[src/rtl/axil_pkg.sv]
// axil_pkg: shared AXI4-Lite response codes and bridge FSM states
package axil_pkg;
  typedef enum logic [1:0] {OKAY = 2'd0, EXOKAY = 2'd1, SLVERR = 2'd2, DECERR = 2'd3} axil_resp_t;
  typedef enum logic [2:0] {IDLE, WADDR, WRESP, RADDR, RDATA, RESP} axil_mst_state_t;
endpackage

[src/rtl/axil_timeout_counter.sv]
// axil_timeout_counter: saturating response-wait counter; TIMEOUT_CYCLES of 0 never expires
module axil_timeout_counter #(
  parameter int TIMEOUT_CYCLES = 1024
) (
  input  logic aclk,
  input  logic aresetn,
  input  logic clear,
  input  logic enable,
  output logic expired
);
  localparam int CW = TIMEOUT_CYCLES > 0 ? $clog2(TIMEOUT_CYCLES + 1) : 1;
  logic [CW-1:0] cnt;
  assign expired = (TIMEOUT_CYCLES != 0) && (cnt == CW'(TIMEOUT_CYCLES));
  always_ff @(posedge aclk)
    cnt <= (!aresetn || clear) ? '0 : cnt + CW'(enable && !expired);
endmodule

[src/rtl/axil_master_bridge.sv]
// axil_master_bridge: single-outstanding request port to AXI4-Lite master with response timeout
module axil_master_bridge
  import axil_pkg::*;
#(
  parameter int ADDR_WIDTH     = 32,
  parameter int DATA_WIDTH     = 32,
  parameter int STRB_WIDTH     = DATA_WIDTH / 8,
  parameter int TIMEOUT_CYCLES = 1024
) (
  input  logic                  aclk,
  input  logic                  aresetn,
  input  logic                  req_valid,
  output logic                  req_ready,
  input  logic                  req_write,
  input  logic [ADDR_WIDTH-1:0] req_addr,
  input  logic [DATA_WIDTH-1:0] req_wdata,
  input  logic [STRB_WIDTH-1:0] req_wstrb,
  output logic                  rsp_valid,
  input  logic                  rsp_ready,
  output logic [DATA_WIDTH-1:0] rsp_rdata,
  output logic [1:0]            rsp_resp,
  output logic                  fault,
  output logic [ADDR_WIDTH-1:0] m_axil_awaddr,
  output logic [2:0]            m_axil_awprot,
  output logic                  m_axil_awvalid,
  input  logic                  m_axil_awready,
  output logic [DATA_WIDTH-1:0] m_axil_wdata,
  output logic [STRB_WIDTH-1:0] m_axil_wstrb,
  output logic                  m_axil_wvalid,
  input  logic                  m_axil_wready,
  input  logic [1:0]            m_axil_bresp,
  input  logic                  m_axil_bvalid,
  output logic                  m_axil_bready,
  output logic [ADDR_WIDTH-1:0] m_axil_araddr,
  output logic [2:0]            m_axil_arprot,
  output logic                  m_axil_arvalid,
  input  logic                  m_axil_arready,
  input  logic [DATA_WIDTH-1:0] m_axil_rdata,
  input  logic [1:0]            m_axil_rresp,
  input  logic                  m_axil_rvalid,
  output logic                  m_axil_rready
);
  axil_mst_state_t       state;
  logic [ADDR_WIDTH-1:0] addr;
  logic [DATA_WIDTH-1:0] wdata;
  logic [STRB_WIDTH-1:0] wstrb;
  logic                  aw_done, w_done, aw_hs, w_hs, waiting, expired;
  assign aw_hs          = m_axil_awvalid && m_axil_awready;
  assign w_hs           = m_axil_wvalid && m_axil_wready;
  assign waiting        = (state == WRESP) || (state == RDATA);
  assign m_axil_awaddr  = addr;
  assign m_axil_araddr  = addr;
  assign m_axil_wdata   = wdata;
  assign m_axil_wstrb   = wstrb;
  assign m_axil_awprot  = 3'b000;
  assign m_axil_arprot  = 3'b000;
  // Outside the two wait states the counter is held clear, so each wait starts from zero
  axil_timeout_counter #(.TIMEOUT_CYCLES(TIMEOUT_CYCLES)) u_timeout (
    .aclk    (aclk),
    .aresetn (aresetn),
    .clear   (!waiting),
    .enable  (waiting),
    .expired (expired)
  );
  always_ff @(posedge aclk) begin
    if (!aresetn) begin
      state          <= IDLE;
      addr           <= '0;
      wdata          <= '0;
      wstrb          <= '0;
      aw_done        <= 1'b0;
      w_done         <= 1'b0;
      req_ready      <= 1'b0;
      rsp_valid      <= 1'b0;
      rsp_rdata      <= '0;
      rsp_resp       <= '0;
      fault          <= 1'b0;
      m_axil_awvalid <= 1'b0;
      m_axil_wvalid  <= 1'b0;
      m_axil_bready  <= 1'b0;
      m_axil_arvalid <= 1'b0;
      m_axil_rready  <= 1'b0;
    end else begin
      case (state)
        IDLE: begin
          req_ready <= !fault;
          if (req_valid && req_ready) begin
            req_ready      <= 1'b0;
            addr           <= req_addr;
            wdata          <= req_wdata;
            wstrb          <= req_wstrb;
            aw_done        <= 1'b0;
            w_done         <= 1'b0;
            state          <= req_write ? WADDR : RADDR;
            m_axil_awvalid <= req_write;
            m_axil_wvalid  <= req_write;
            m_axil_arvalid <= !req_write;
          end
        end
        WADDR: begin
          if (aw_hs) begin
            m_axil_awvalid <= 1'b0;
            aw_done        <= 1'b1;
          end
          if (w_hs) begin
            m_axil_wvalid <= 1'b0;
            w_done        <= 1'b1;
          end
          if ((aw_done || aw_hs) && (w_done || w_hs)) begin
            state         <= WRESP;
            m_axil_bready <= 1'b1;
          end
        end
        WRESP: begin
          if (m_axil_bvalid || expired) begin
            state         <= RESP;
            m_axil_bready <= 1'b0;
            rsp_valid     <= 1'b1;
            rsp_rdata     <= '0;
            rsp_resp      <= m_axil_bvalid ? m_axil_bresp : SLVERR;
            fault         <= fault || !m_axil_bvalid;
          end
        end
        RADDR: begin
          if (m_axil_arready) begin
            state          <= RDATA;
            m_axil_arvalid <= 1'b0;
            m_axil_rready  <= 1'b1;
          end
        end
        RDATA: begin
          if (m_axil_rvalid || expired) begin
            state         <= RESP;
            m_axil_rready <= 1'b0;
            rsp_valid     <= 1'b1;
            rsp_rdata     <= m_axil_rvalid ? m_axil_rdata : '0;
            rsp_resp      <= m_axil_rvalid ? m_axil_rresp : SLVERR;
            fault         <= fault || !m_axil_rvalid;
          end
        end
        RESP: begin
          if (rsp_ready) begin
            state     <= IDLE;
            rsp_valid <= 1'b0;
            req_ready <= !fault;
          end
        end
        default: state <= IDLE;
      endcase
    end
  end
endmodule

[config.mk]
export PLATFORM = sky130hd
export DESIGN_NAME = axil_master_bridge
export DESIGN_NICKNAME = d
export VERILOG_FILES = /design/src/rtl/axil_pkg.sv /design/src/rtl/axil_timeout_counter.sv /design/src/rtl/axil_master_bridge.sv
export SDC_FILE = /design/constraint.sdc
export NUM_CORES = 1
export LEC_CHECK = 0
export CAP_MARGIN = 10
export CORE_MARGIN = 3
export CORE_UTILIZATION = 43
export CTS_BUF_LIST = sky130_fd_sc_hd__clkbuf_4 sky130_fd_sc_hd__clkbuf_8 sky130_fd_sc_hd__clkbuf_16
export DETAILED_ROUTE_END_ITERATION = 7
export GPL_ROUTABILITY_DRIVEN = 0
export GPL_TIMING_DRIVEN = 1
export PLACE_DENSITY = 0.95
export SLEW_MARGIN = 0
export SYNTH_ARGS = -nofsm -noshare
export SYNTH_HDL_FRONTEND = slang
export SYNTH_SLANG_ARGS = --single-unit
[constraint.sdc]
create_clock -name aclk -period 5.2 [get_ports aclk]
set_input_delay 1.3 -clock aclk [delete_from_list [all_inputs] [get_ports aclk]]
set_output_delay 1.3 -clock aclk [all_outputs]
set_load 0.03 [all_outputs]
Word-level counts from Yosys, hierarchy flattened
Cells that the tools add are included.
{"block": "word_totals", "regBits": 126, "latch_bits": 0, "ramBits": 0, "rom_bits": 0, "in_bits": 114, "output_inout_bits": 148, "wordCells": 116, "n_memories": 0}
{"block": "op_classes", "add_sub_neg": 1, "mul": 0, "n_div": 0, "order_cmp": 0, "n_eq_ne": 14, "shifts": 0, "muxes": 46, "bitwise_logic": 0, "n_reduce_logical": 38}
{"op": "two-way mux 32 bit", "n": 3}
{"op": "one-hot mux 32 bit (2 select lines)", "n": 1}
{"op": "two-way mux 1 bit", "n": 19}
{"op": "two-way mux 3 bit", "n": 6}
{"op": "one-hot mux 1 bit (2 select lines)", "n": 9}
{"op": "one-hot mux 3 bit (6 select lines)", "n": 1}
{"op": "AND reduction 3 bit", "n": 6}
{"op": "inequality test 2 bit, second input constant", "n": 6}
{"op": "nonzero test 2 bit", "n": 6}
{"op": "adder 11 x 1 -> 11 bit", "n": 1}
{"op": "equality test 11 bit, second input constant", "n": 1}
{"op": "two-way mux 2 bit", "n": 5}
{"op": "logical OR 1 bit", "n": 8}
{"op": "logical NOT 1 bit", "n": 7}
{"op": "equality test 3 x 2 -> 1 bit, second input constant", "n": 2}
{"op": "equality test 3 bit, second input constant", "n": 2}
{"op": "AND reduction 6 bit", "n": 1}
{"op": "logical AND 1 bit", "n": 5}
{"op": "inequality test 2 x 1 -> 1 bit, second input constant", "n": 2}
{"op": "one-hot mux 2 bit (2 select lines)", "n": 1}
{"op": "AND reduction 2 bit", "n": 2}
{"op": "AND reduction 4 bit", "n": 1}
{"op": "equality test 3 x 1 -> 1 bit, second input constant", "n": 1}
{"op": "logical NOT 3 bit", "n": 1}
{"op": "other kinds (2)", "n": 2}

Depth between registers and ports, before layout
Gate-level depths: netlist (run 1).
{"block": "depth", "word_depth": 5, "ltp_mapped": 11, "ltp_nobuf": 10}

Hierarchy
Synthesis (run 1) repeated with hierarchy kept, for this count alone.
{"block": "unflattened", "cells_unflattened": 637, "area_unflattened_um2": 5092.4}
{"module": "axil_master_bridge", "instances": 1, "cells_per_inst": 580, "area_per_inst_um2": 4573.1, "seq_area_each_um2": 2302.2}
{"module": "axil_timeout_counter", "instances": 1, "cells_per_inst": 57, "area_per_inst_um2": 519.2, "seq_area_each_um2": 220.2}

Worst setup path after synthesis (run 1)
OpenSTA, ideal clock, no wires.
{"block": "synth_timing", "path_type": "input -> register", "startpoint": "in m_axil_awready", "endpoint": "reg state[1]", "setup_ns": 0.072, "arrival_ns": 2.166, "path_slack_ns": 2.962, "cell_stages": 5, "n_path_buf": 0, "cell_sequence": "a21oi_1 o311ai_0 a21oi_1 nor2_1 mux2i_1"}
{"block": "synth_via", "elab_chain_len": 5}
{"element": "from (decl)", "line": "axil_master_bridge.sv:26", "text": "input logic m_axil_awready,"}
{"element": "logical AND 1 bit", "line": "axil_master_bridge.sv:48", "text": "assign aw_hs = m_axil_awvalid && m_axil_awready;"}
{"element": "logical OR 1 bit", "line": "axil_master_bridge.sv:109", "text": "if ((aw_done || aw_hs) && (w_done || w_hs)) begin"}
{"element": "logical AND 1 bit", "line": "axil_master_bridge.sv:109"}
{"element": "inequality test 2 bit (no line)"}
{"element": "AND reduction 6 bit (no line)"}
{"element": "to (signal assigned)", "line": "axil_master_bridge.sv:94", "text": "state <= req_write ? WADDR : RADDR;"}
{"element": "to (decl)", "line": "axil_master_bridge.sv:43", "text": "axil_mst_state_t state;"}
Every way passes these cells.
A chain may end at the register's enable or synchronous reset.

Worst setup path after layout (run 1)
{"block": "layout_timing", "startpoint": "in req_valid", "endpoint": "reg addr[10], in the netlist m_axil_araddr[10]"}
{"block": "layout_via", "elab_chain_len": 2}
{"element": "from (decl)", "line": "axil_master_bridge.sv:12", "text": "input logic req_valid,"}
{"element": "logical AND 1 bit", "line": "axil_master_bridge.sv:87", "text": "if (req_valid && req_ready) begin"}
{"element": "AND reduction 2 bit (no line)"}
{"element": "to (signal assigned)", "line": "axil_master_bridge.sv:89", "text": "addr <= req_addr;"}
{"element": "to (decl)", "line": "axil_master_bridge.sv:44", "text": "logic [ADDR_WIDTH-1:0] addr;"}
Every way passes these cells.

==> results of run 1 <==
==> critical path, cell delays in order <==
cell,delay (ns)
clkdlybuf4s50_1,0.51
nand2_1,0.13
nor2b_4,0.54
buf_4,0.52
nand2_1,0.12
a21boi_0,0.19
==> area by class of cell <==
| type | instances | area, µm² |
|---|---|---|
| fill | 856 | 3550 |
| timing repair buffer | 259 | 2580 |
| sequential | 126 | 2520 |
| multi-input combinational | 392 | 2230 |
| clock buffer | 24 | 503 |
| tap | 143 | 179 |
| clock inverter | 7 | 85.1 |
| inverter | 4 | 15.0 |
==> sequential cells by signal (all words and copies together) (netlist names), 2 cells and up <==
name,cells
m_axil_araddr,32
rsp_rdata,32
state,3
m_axil_wdata,32
u_timeout.cnt,11
rsp_resp,2
m_axil_wstrb,4
==> Yosys cell counts, drive strengths merged, types with 2 or more instances <==
cell	count	area, µm²
buf	55	398
nand2b	4	32.5
a31oi	2	12.5
a211oi	2	15.0
nor2	15	56.3
nand2	151	567
xor2	5	43.8
inv	4	15.0
dfxtp	126	2520
xnor2	2	17.5
nand4	2	12.5
o21ai	6	33.8
a21oi	9	48.8
nor2b	40	250
o311ai	2	17.5
or3	4	25.0
nand3	9	45.0
o21a	3	22.5
ha	2	25.0
nor3	5	30.0
clkbuf	23	86.3
mux2i	3	30.0
a22oi	32	240
and3	6	38.8
a21boi	72	541
==> through the flow <==
step	setup WS (ns)	power, µW
floorplan	2.96	1920
CTS	2.22	3490
global route	2.07	3620
global placement	1.89	2290
detailed placement	1.81	2310
finish	2.20	3460
==> cells by family (layout without fill, tap and decap cells) <==
family / Yosys count / count (layout)
fa+ha+maj: 2 / 2
flops: 126 / 126
xor+xnor: 7 / 7
buf+inv: 82 / 294
compound gates: 134 / 134
mux: 3 / 3
simple gates: 240 / 240
other cells: 1 / 6
==> routing by layer <==
metal,global-route usage [%],vias up,wire length [µm]
met5,0,-,0
met4,10.8,0,442
met3,7.93,33,1170
met2,38.2,202,7600
met1,22.7,2216,5580
li1,-,2352,-
==> report_power, final <==
| part | switching [µW] | internal [µW] | total (µW) | leakage, µW |
|---|---|---|---|---|
| Clock | 400 | 764 | 1160 | 0.000300 |
| Combinational | 661 | 456 | 1120 | 0.00153 |
| Sequential | 93.1 | 1090 | 1180 | 0.00102 |
| Total | 1150 | 2310 | 3460 | 0.00285 |
==> final timing paths <==
check | start | to | slack (ns)
max | req_valid | m_axil_araddr[10]$_SDFFE_PN0P_ | 2.20
min | m_axil_wdata[17]$_SDFFE_PN0P_ | m_axil_wdata[17]$_SDFFE_PN0P_ | 0.45
max reg2reg | state[2]$_SDFFE_PN0P_ | u_timeout.cnt[10]$_SDFF_PP0_ | 2.73
min reg2reg | m_axil_wdata[17]$_SDFFE_PN0P_ | m_axil_wdata[17]$_SDFFE_PN0P_ | 0.45
==> cells in the final DEF, fill, tap and decap left out, types with 4 or more instances in the layout <==
master             n
dfxtp_1          126
and3_1             5
clkinv_2           5
inv_1              4
nand3_1            8
a21oi_1            8
nor2b_1           39
o21ai_0            5
a22oi_1           32
clkbuf_8           4
a21boi_1          11
or3_1              4
a21boi_0          61
buf_4              4
clkdlybuf4s50_1  254
nor3_1             4
xor2_1             5
clkbuf_16         17
nand2_1          151
conb_1             6
nor2_1            15
==> key figures, run 1 <==
Outcome
  – Status: complete, no violations

Synth
  – Seq/Total Area, Yosys: 48.3%
  – Yosys cell types: 44
  – Synth Area in Compound Gates: a little under a fifth
  – YS warnings: 0
  – Mapped cell area: 5220 µm²
  – Simple-gate share of the synthesized area: about a fifth
  – Post-synth EDFFs: 0
  – Avg Cell Area, Syn: 8.77 µm²
  – Synth Area in XOR/XNOR: 1.17%
  – Post-synthesis async set-or-reset flop share: 0%
  – Predominant post-synthesis flop cell: dfxtp_1
  – Adder-Cell Fraction of Synth Area: less than 1%
  – Post-Synthesis Cells: around 600
  – Synth Register Bits: ~130
  – Mux cell area share after synthesis: less than 1%
  – Main combinational cell family by area after synthesis: simple AND/OR/NAND/NOR gates

CTS
  – CTS Hold Bufs: 0
  – Postcts setup bufs: 0
  – H-tree depth: 4
  – CTS buffer count: 17
  – Worst-path clk slew: ~0.05 ns
  – Number of clock sinks: 126
  – CTS tree: built
  – Clock Tree Root: clkbuf_16
  – PostCTS Resize Cnt: 0
  – Clk_lat worst skew: roughly 0.4 ns
  – Clock Path Buffers: 2

Critical path
  – Worst Path Required: 5.52 ns
  – Crit path capture type: register
  – CP Data Arrival Time: 3.32 ns
  – R2R depth: 10
  – CP Class: input port to register
  – Largest fanout on the critical path: 45
  – CP Launch Type: input port

Finish
  – Final Instance Area: ~8000 µm²
  – Area Growth Syn to Fin: 55.4%
  – Share of cells above drive strength 1: under 10%
  – Final core utilization: 69.6%
  – Antenna cells: 0
  – Layout net count: approximately 920
  – Fin cells: 955

Timing
  – Achievable Freq: about 0.33 GHz
  – Worst slew pin tran: 1.22 ns
  – Period Utilization, post-route: 57.6%
  – Final hold slack: roughly 0.45 ns
  – Worst slew margin: a little under a fifth
  – Unrepaired setup endpoints after global routing: no
  – Fin. Hold Viols: 0
  – Fin crit period: 3.00 ns
  – Final Slew Violations: 0
  – Worst Skew: 0.00658 ns
  – Setup TNS: 0 ns
  – Setup violators final: 0

Route
  – Post-Route WL: roughly 15000 µm
  – Post-DR vias/cell: a little over 5
  – Final ANT Viol Nets: 0
  – DR pass1 iterations: 4
  – Drc violations: 0
  – Routed wire length per instance: 15.5 µm
  – Initial DRC count: 219
  – Via count: 4803

Global routing
  – Vias in the first global route: 4722
  – First-pass GRT wire length: 22900 µm
  – Grt total ovfl: 0
  – Antenna violations before repair: 0
  – Largest net degree at the start of global routing: 73
  – GRT Util Overall: between 20% and 30%

Flow run
  – Max_cap viols: 0

Hold path
  – Hold WC Path Type: register to register
  – WHS Path Cells: 2

Placed design
  – Post-placement cell count: 924
  – Dpl cell area: around 7500 µm²
  – Port buffer count: 255
  – HPWL after DPL: 10400 µm

Floorplan
  – Core Box Area: roughly 12000 µm²
  – Io pins: 262
  – Num rows: 39
  – Initial Util: 44.8%
  – Die height: 116 µm
  – Full die area: 13500 µm²
  – Die width: 116 µm

Pwr
  – Worst vdd ir: 328 µV
  – PD cells: 426 nW/µm²
  – Leakage dissipation: 0.00285 µW
Power figures use the tool's default switching activity.
==> inputs of run 2 (changes only) <==
CORE_UTILIZATION = 36   (was 43)
PLACE_DENSITY = 0.86   (was 0.95)
clock period = 2.6 ns   (was 5.2 ns; I/O delays follow)
==> run 2 against run 1 <==
Compared with the run above: sequential power up 100%; cell count up 4.4%; critical path depth up 4; sequential cell count unchanged; core utilization down 11 points; register-to-register slack worse by 2.5 ns; power up 100%; global-route usage down 3.8 points; worst hold slack worse by 0.0043 ns; sequential share of layout area down 0.59 points; largest cell class unchanged.
==> key figures, run 2 (synthesized netlist as in run 1, its figures left out) <==
Pwr
  – Total power: 7080 µW
  – Leakage dissipation: 0.00288 µW
  – Worst vdd ir: 590 µV
  – PD cells: 856 nW/µm²

Route
  – Final ANT Viol Nets: 0
  – DR pass1 iterations: 4
  – Post-Route WL: ~15000 µm
  – Post-DR vias/cell: 4.76
  – Drc violations: 0
  – Via count: around 4700
  – Initial DRC count: 224
  – Routed wire length per instance: 14.6 µm

Hold path
  – Hold WC Path Type: register to register

Critical path
  – CP Data Arrival Time: about 2.7 ns
  – CP Launch Type: register
  – Crit path capture type: register
  – CP Class: register to register
  – Largest fanout on the critical path: 14
  – Worst Path Required: 2.94 ns

CTS
  – CTS tree: built
  – Postcts setup bufs: 0
  – Clock Path Buffers: 2
  – CTS buffer count: 17
  – Clock Tree Root: clkbuf_16
  – Worst-path clk slew: around 0.06 ns
  – Clk_lat worst skew: 0.41 ns
  – H-tree depth: 4
  – Number of clock sinks: ~130

Finish
  – Antenna cells: 0
  – Layout net count: 920
  – Most frequent cells in the layout: 254 x clkdlybuf4s50_1, 151 x nand2_1, 124 x dfxtp_1
  – Share of cells above drive strength 1: 6.24%
  – Fin cells: 997
  – Commonest non-fill, non-tap cell in the layout: clkdlybuf4s50_1
  – Number of fill cells: 1227
  – Area Growth Syn to Fin: 58.5%

Global routing
  – Vias in the first global route: 4603
  – Grt total ovfl: 0
  – Antenna violations before repair: 0
  – Largest net degree at the start of global routing: 70
  – GRT Util Overall: roughly 18%
  – First-pass GRT wire length: between 20000 and 25000 µm

Timing
  – Achievable Freq: roughly 0.42 GHz
  – Unrepaired setup endpoints after global routing: no
  – Period Utilization, post-route: about nine tenths
  – Setup violators final: 0
  – Fin. Hold Viols: 0
  – Fin crit period: 2.39 ns
  – Setup TNS: 0 ns
  – Final Slew Violations: 0
  – Worst Skew: 0.00864 ns

Flow run
  – Max_cap viols: 0

Floorplan
  – Io pins: 262
  – Core Box Area: approximately 14000 µm²
  – Num rows: 43
  – Initial Util: between 30% and 40%
  – Die width: 126 µm
  – Full die area: 16000 µm²
  – Die height: ~130 µm

Placed design
  – Post-placement cell count: 965
  – Port buffer count: 255
  – HPWL after DPL: 10400 µm

Outcome
  – Status: complete, no violations
==> run 2: report_power, final <==
part	total [µW]	switching, µW	leakage (µW)	internal (µW)
combinational	2290	1340	0.00157	960
sequential	2360	188	0.00102	2170
clock	2430	881	0.000285	1550
==> run 2: through the flow <==
step           instance area (µm²)  setup WS [ns]  hold WS, ns  utilization [%]
5_1_grt                       8280         0.0743        0.474             58.9
2_1_floorplan                 5240          0.500        0.452                -
3_3_place_gp                  7660          0.285        0.440             54.6
6_report                      8280          0.208        0.450             58.9
4_1_cts                       8270          0.133        0.453             58.9
3_5_place_dp                  7660          0.178        0.447             54.6
==> run 2: critical path, cell delays in order, from the launching register on <==
cell and delay (ns):
dfxtp_2 0.39, nand2b_1 0.22, a21oi_2 0.26, nor2b_1 0.20, ha_1 0.22, ha_1 0.20
nand3_1 0.11, nor2_1 0.20, nand2_1 0.09, or3_1 0.30, a21oi_1 0.13
==> run 2: area by class of cell <==
| class | instances | area (µm²) | share of cell area (%) |
|---|---|---|---|
| multi-input combinational | 392 | 2230 | 26.9 |
| sequential | 126 | 2520 | 30.5 |
| tap | 180 | 225 | 2.72 |
| inverter | 4 | 15.0 | 0.181 |
| timing repair buffer | 263 | 2670 | 32.3 |
| clock inverter | 13 | 164 | 1.98 |
| clock buffer | 19 | 447 | 5.40 |
==> run 2: what timing repair did <==
item | 4_1_cts | 5_1_grt
setup endpoints to repair | 0 | 1
endpoints found under the hold margin | 0 | 0
hold buffers | 0 | 0
resized for setup | 0 | 2
==> run 2: metal layers <==
layer / vias up / part of all wire [%] / track usage [%] / routed length [µm]
li1: 2359 / - / - / -
met4: 0 / 1.9 / 7.19 / 276
met1: 2196 / 41 / 21.1 / 6030
met3: 19 / 6.9 / 6.40 / 1010
met2: 170 / 50 / 29.7 / 7230
met5: - / 0 / 0 / 0
==> run 2: path summary, 6_finish.rpt <==
check,from,endpoint,slack (ns),cells after the start
min reg2reg,m_axil_wdata[13]$_SDFFE_PN0P_,m_axil_wdata[13]$_SDFFE_PN0P_,0.45,2
max reg2reg,state[2]$_SDFFE_PN0P_,u_timeout.cnt[10]$_SDFF_PP0_,0.21,10
max,state[2]$_SDFFE_PN0P_,u_timeout.cnt[10]$_SDFF_PP0_,0.21,10
min,m_axil_wdata[13]$_SDFFE_PN0P_,m_axil_wdata[13]$_SDFFE_PN0P_,0.45,2
